File: src/rtl/alu_pkg.sv
// Shared opcode encoding and default sizing for the SIMD ALU.
package alu_pkg;

   typedef enum logic [2:0] {
      OP_ADD = 3'b000,
      OP_SUB = 3'b001,
      OP_AND = 3'b010,
      OP_OR  = 3'b011,
      OP_XOR = 3'b100,
      OP_NOT = 3'b101,
      OP_SHL = 3'b110,
      OP_SHR = 3'b111
   } alu_op_e;

   localparam int DEF_WIDTH = 4;
   localparam int DEF_N_ALU = 4;

endpackage

File: src/rtl/alu_if.sv
// Signal bundle for the SIMD ALU: operand/opcode inputs and registered result/flag outputs.
interface alu_if #(
   parameter int WIDTH = 4,
   parameter int n_alu = 4
) (
   input logic clk
);

   logic                     rst;
   logic [n_alu*WIDTH-1:0]   a;
   logic [n_alu*WIDTH-1:0]   b;
   logic [2:0]               select;
   logic [n_alu*WIDTH-1:0]   data_out;
   logic [n_alu-1:0]         carry_out;
   logic [n_alu-1:0]         a_greater;
   logic [n_alu-1:0]         a_equal;
   logic [n_alu-1:0]         a_less;

   modport master (
      input  clk,
      output rst, a, b, select,
      input  data_out, carry_out, a_greater, a_equal, a_less
   );

   modport slave (
      input  a, b, select,
      output data_out, carry_out, a_greater, a_equal, a_less
   );

endinterface

File: src/rtl/alu_lane.sv
// One combinational ALU lane: result, carry/borrow and unsigned compare flags.
module alu_lane
   import alu_pkg::*;
#(
   parameter int WIDTH = DEF_WIDTH
) (
   input  logic [WIDTH-1:0] a,
   input  logic [WIDTH-1:0] b,
   input  alu_op_e          op,
   output logic [WIDTH-1:0] res,
   output logic             carry,
   output logic             gt,
   output logic             eq,
   output logic             lt
);

   logic [WIDTH:0] w_sum;
   logic [WIDTH:0] w_diff;

   // The extra MSB of the widened difference is the borrow.
   assign w_sum  = {1'b0, a} + {1'b0, b};
   assign w_diff = {1'b0, a} - {1'b0, b};

   always_comb begin
      res   = '0;
      carry = 1'b0;
      case (op)
         OP_ADD: begin
            res   = w_sum[WIDTH-1:0];
            carry = w_sum[WIDTH];
         end
         OP_SUB: begin
            res   = w_diff[WIDTH-1:0];
            carry = w_diff[WIDTH];
         end
         OP_AND: res = a & b;
         OP_OR:  res = a | b;
         OP_XOR: res = a ^ b;
         OP_NOT: res = ~a;
         OP_SHL: begin
            res   = {a[WIDTH-2:0], 1'b0};
            carry = a[WIDTH-1];
         end
         OP_SHR: begin
            res   = {1'b0, a[WIDTH-1:1]};
            carry = a[0];
         end
         default: begin
            res   = '0;
            carry = 1'b0;
         end
      endcase
   end

   assign gt = (a > b);
   assign eq = (a == b);
   assign lt = (a < b);

endmodule

File: src/rtl/alu_vectorial.sv
// Lane-parallel ALU: n_alu independent lanes share one opcode; all outputs registered.
module alu_vectorial
   import alu_pkg::*;
#(
   parameter int WIDTH = DEF_WIDTH,
   parameter int n_alu = DEF_N_ALU
) (
   input logic  clk,
   input logic  rst,
   alu_if.slave bus
);

   logic [n_alu*WIDTH-1:0] w_res;
   logic [n_alu-1:0]       w_carry;
   logic [n_alu-1:0]       w_gt;
   logic [n_alu-1:0]       w_eq;
   logic [n_alu-1:0]       w_lt;
   alu_op_e                w_op;

   logic [n_alu*WIDTH-1:0] r_data;
   logic [n_alu-1:0]       r_carry;
   logic [n_alu-1:0]       r_gt;
   logic [n_alu-1:0]       r_eq;
   logic [n_alu-1:0]       r_lt;

   assign w_op = alu_op_e'(bus.select);

   generate
      for (genvar gi = 0; gi < n_alu; gi++) begin : g_lane
         alu_lane #(.WIDTH(WIDTH)) u_lane (
            .a     (bus.a[gi*WIDTH +: WIDTH]),
            .b     (bus.b[gi*WIDTH +: WIDTH]),
            .op    (w_op),
            .res   (w_res[gi*WIDTH +: WIDTH]),
            .carry (w_carry[gi]),
            .gt    (w_gt[gi]),
            .eq    (w_eq[gi]),
            .lt    (w_lt[gi])
         );
      end
   endgenerate

   always_ff @(posedge clk or negedge rst) begin
      if (!rst) begin
         r_data  <= '0;
         r_carry <= '0;
         r_gt    <= '0;
         r_eq    <= '0;
         r_lt    <= '0;
      end else begin
         r_data  <= w_res;
         r_carry <= w_carry;
         r_gt    <= w_gt;
         r_eq    <= w_eq;
         r_lt    <= w_lt;
      end
   end

   assign bus.data_out  = r_data;
   assign bus.carry_out = r_carry;
   assign bus.a_greater = r_gt;
   assign bus.a_equal   = r_eq;
   assign bus.a_less    = r_lt;

endmodule

File: src/flat_wrapper.sv
// flat-port wrapper written by rule: the top's interface ports become plain ports
module alu_vectorial_flat import alu_pkg::*;
#(
   parameter int WIDTH = DEF_WIDTH,
   parameter int n_alu = DEF_N_ALU
)
  (clk, rst, bus_a, bus_b, bus_select, bus_data_out, bus_carry_out, bus_a_greater, bus_a_equal, bus_a_less);
  alu_if #(.WIDTH(WIDTH), .n_alu(n_alu)) bus_i (.clk(clk));
  input logic clk;
  input logic rst;
  input wire logic [$bits(bus_i.a)-1:0] bus_a;
  input wire logic [$bits(bus_i.b)-1:0] bus_b;
  input wire logic [$bits(bus_i.select)-1:0] bus_select;
  output wire logic [$bits(bus_i.data_out)-1:0] bus_data_out;
  output wire logic [$bits(bus_i.carry_out)-1:0] bus_carry_out;
  output wire logic [$bits(bus_i.a_greater)-1:0] bus_a_greater;
  output wire logic [$bits(bus_i.a_equal)-1:0] bus_a_equal;
  output wire logic [$bits(bus_i.a_less)-1:0] bus_a_less;
  assign bus_i.a = bus_a;
  assign bus_i.b = bus_b;
  assign bus_i.select = bus_select;
  assign bus_data_out = bus_i.data_out;
  assign bus_carry_out = bus_i.carry_out;
  assign bus_a_greater = bus_i.a_greater;
  assign bus_a_equal = bus_i.a_equal;
  assign bus_a_less = bus_i.a_less;
  alu_vectorial #(.WIDTH(WIDTH), .n_alu(n_alu)) u_core (.clk(clk), .rst(rst), .bus(bus_i));
endmodule
File: config.mk
export PLATFORM = sky130hd
export DESIGN_NAME = alu_vectorial_flat
export DESIGN_NICKNAME = d
export VERILOG_FILES = /design/src/rtl/alu_pkg.sv /design/src/rtl/alu_if.sv /design/src/rtl/alu_lane.sv /design/src/rtl/alu_vectorial.sv /design/src/flat_wrapper.sv
export SDC_FILE = /design/constraint.sdc
export NUM_CORES = 1
export LEC_CHECK = 0
export ABC_AREA = 0
export BUFFER_PORTS_ARGS = -buffer_cell sky130_fd_sc_hd__buf_4
export CORE_AREA = 2 2 111 59
export DETAILED_ROUTE_END_ITERATION = 6
export DIE_AREA = 0 0 113 61
export GPL_TIMING_DRIVEN = 0
export PLACE_DENSITY = 0.84
export RECOVER_POWER = 25
export SYNTH_ARGS = -nofsm -noshare
export SYNTH_HDL_FRONTEND = slang
export SYNTH_SLANG_ARGS = --single-unit
File: constraint.sdc
create_clock -name clk -period 0.8 [get_ports clk]
set_clock_uncertainty 0.15 [all_clocks]
set_input_delay 0.2 -clock clk [delete_from_list [all_inputs] [get_ports clk]]
set_output_delay 0.2 -clock clk [all_outputs]
set_load 0.05 [all_outputs]
==> results.md <==
* WP data arrival at 1780 ps
* CP endpoint kind: flip-flop
* Height of the chip at 61 um
* Antenna viol nets, final at 0
* Clock transition at the registers of the reported paths at 60 ps
* Crit-path max FO at 3
* CTS tree: yes
* Global-route usage over all layers at 0.441
* Top cells by area, synth: dfrtp_1 (25%), ha_1 (20%), inv_1 (5.1%), fa_1 (4.9%), a21oi_1 (4.0%)
* Share of cells above drive strength 1 at 0.630
* Vias at 4,178
* Most instantiated cells after synthesis: ha_1 (53), inv_1 (44), dfrtp_1 (32), nor2_1 (27), a21oi_1 (26)
* Run status: finished, violations left
* Tmin final at 1770 ps
* Synth unique cells at 51
* Die Span X at 113 um
* Rel. slew slack at 0.476
* Prevailing post-synth register cell: dfrtp_1
* Port Buffer Count at 67
* Drt wl/cell at 33.5 um
* Compound-gate portion of the synthesized area at 0.227
* CTS max path bufs at 2
* Initial Utilization at 0.549
* Vias in the first global route at 3,945
* Largest net degree at the start of global routing at 33
* Core region area at 5910 sq um
* Row cnt at 20
* 1st-iter DRT viols at 680
* Crit-path cells: buf_12 > inv_8 > ha_4 > fa_2 > buf_6 > nor2_2 > nor2_1 > o21ai_1 > o221ai_2
* Mapped Cells at 352
* Core Util, Final at 0.967
* Gp weighted congestion at 0.968
* Post-synth ARST share at 1.00
* DRC viols at 139
* Final slew viol count at 0
* H-tree depth at 2
* Post-Synth Adder-Cell Area at 0.254
* Pwr Density at 1500 nW/um^2
* Number of max-cap violations at 0
* Grt total ovfl at 0
* Yosys Warn Count at 0
* Synth Register Bits at 32
* Worst-Margin Slew at 783 ps
* Max Clk Rate at 564 MHz
* Main combinational cell family by area after synthesis: adder cells
* Post-synth EDFFs at 0
* Seq/Total Area, Yosys at 0.247
* Synth Area per Inst at 9.21 sq um
* Cell area after synthesis at 3240 sq um
* Simple-gate area share of the yosys netlist at 0.0930
* Peak VDD IR at 0.00155 V
* Final Instance Area at 5710 sq um
* Hold Path Class: in2async
* Hold Vio Cnt, Final at 32
* Fin crit share at 2.21
* Hold slack final at -260 ps
* Final WL at 18.2 mm
* Post-synthesis mux area share at 0.0672
* Yosys top cell by area: dfrtp_1
* Final WS setup at -972 ps
* P&R area growth vs syn at 76.1%
* Synth Net Count at 450
* Setup CP Type: in2reg
* Count leader, synth: ha_1
* Synth top area share at 0.247
* RSZ-0062 raised after global routing: yes
* Full die area at 6890 sq um
* Post-DP HPWL at 7.25 mm
* Static Leak at 2.41 nW
* Antenna violations before repair at 0
* Clock Sinks at 32
* Slowest CP cell: fa_2
* Placed Area at 4330 sq um
* Failing checks: design-rule violations, negative hold slack, negative setup slack
* Root buf cell: clkbuf_16
* Nets at 564
* Io pins at 69
* Synthesized-area fraction occupied by xor and xnor cells at 0.0216
* Vias per cell at 7.67
* Clock buffer count from CTS at 5
* First-pass GRT wire length at 22.2 mm
* Max incr delay on CP at 380 ps
* Kind of start point of the critical path: primary input
* Pre-antenna DRT Iters at 7
* Critical Path RT at 800 ps
* Setup violations, final at 64
-- state kept, by name, summed over array words and instances, names as in the netlist --
register / flops
u_core.bus.a_equal: 4
u_core.bus.a_greater: 4
u_core.bus.a_less: 4
u_core.bus.carry_out: 4
u_core.bus.data_out: 16
-- logic make-up (layout without fill, tap and decap cells) --
group                    after synthesis  in the layout
adder cells (fa/ha/maj)               61             61
XOR/XNOR                               8              8
buffers and inverters                 65            180
AND/OR/NAND/NOR                       65             65
AO/OA/AOI/OAI                        106            106
other                                  0              1
multiplexers                          15             15
flip-flops                            32             32
-- per-layer routing --
layer | vias to the layer above | GRT usage | share of wire
met3 | 234 | 0.173 | 0.16
met4 | 0 | 0.280 | 0.11
met1 | 1910 | 0.516 | 0.33
li1 | 1489 | - | -
met2 | 545 | 0.701 | 0.41
met5 | - | 0 | 0
-- layout by cell type, fill, tap and decap left out, types with 6 or more instances in the layout --
cell and n:
a21oi_2 7, a221o_1 9, buf_8 15, nor2_1 23, nand2_1 13, ha_4 23
ha_1 28, o21ai_0 7, fa_2 8, mux2i_1 9, o22ai_1 7, buf_12 17
o21ai_1 6, a21oi_4 7, inv_1 14, dfrtp_2 31, buf_6 51, inv_2 13
buf_4 35, a21oi_1 12
-- stage by stage --
step	power (mW)	worst slack [ps]	hold slack, ps	TNS (ps)	std cells
2_1_floorplan	4.01	-844	-246	-18720	352
3_3_place_gp	4.89	-1120	12.2	-28970	496
3_5_place_dp	4.96	-1140	20.6	-29620	496
4_1_cts	7.62	-806	-286	-27240	537
5_1_grt	8.68	-1050	-237	-31950	544
6_report	8.58	-972	-260	-31950	545
-- power by group --
| group | total, mW | switching (mW) | internal [mW] |
|---|---|---|---|
| logic | 4.57 | 2.67 | 1.90 |
| clock network | 2.04 | 0.874 | 1.16 |
| registers | 1.98 | 0.132 | 1.85 |
-- critical path, delay by kind of cell --
family | cells | cell delay [ps]
AND/OR/NAND/NOR | 2 | 270
AO/OA/AOI/OAI | 2 | 480
adder cells (fa/ha/maj) | 2 | 520
buffers and inverters | 3 | 290
-- area by class of cell --
type / instances / area [sq um]
Timing Repair Buffer: 108 / 1240
Clock buffer: 8 / 136
Tap cell: 77 / 96.3
Buffer: 18 / 235
Inverter: 46 / 268
Sequential cell: 32 / 840
Multi-Input combinational cell: 255 / 2900
Antenna cell: 1 / 2.50
Fill cell: 103 / 195
-- worst paths after layout --
path                            from                      end  cells after the start
worst max-delay path        bus_a[4]  u_core.bus.carry_out[1]                      9
worst min-delay path             rst   u_core.bus.data_out[2]                      1
max in group asynchronous        rst   u_core.bus.data_out[5]                      1
min in group clk           bus_a[12]    u_core.bus.a_equal[3]                      4
-- repair_timing --
action                                 CTS  global route
cloned                                   3             0
pin swaps                               51            39
buffers inserted                        31            11
setup endpoints to repair               64            64
endpoints found under the hold margin   32            32
resized for setup                      155            52
Power figures use the tool's default switching activity.
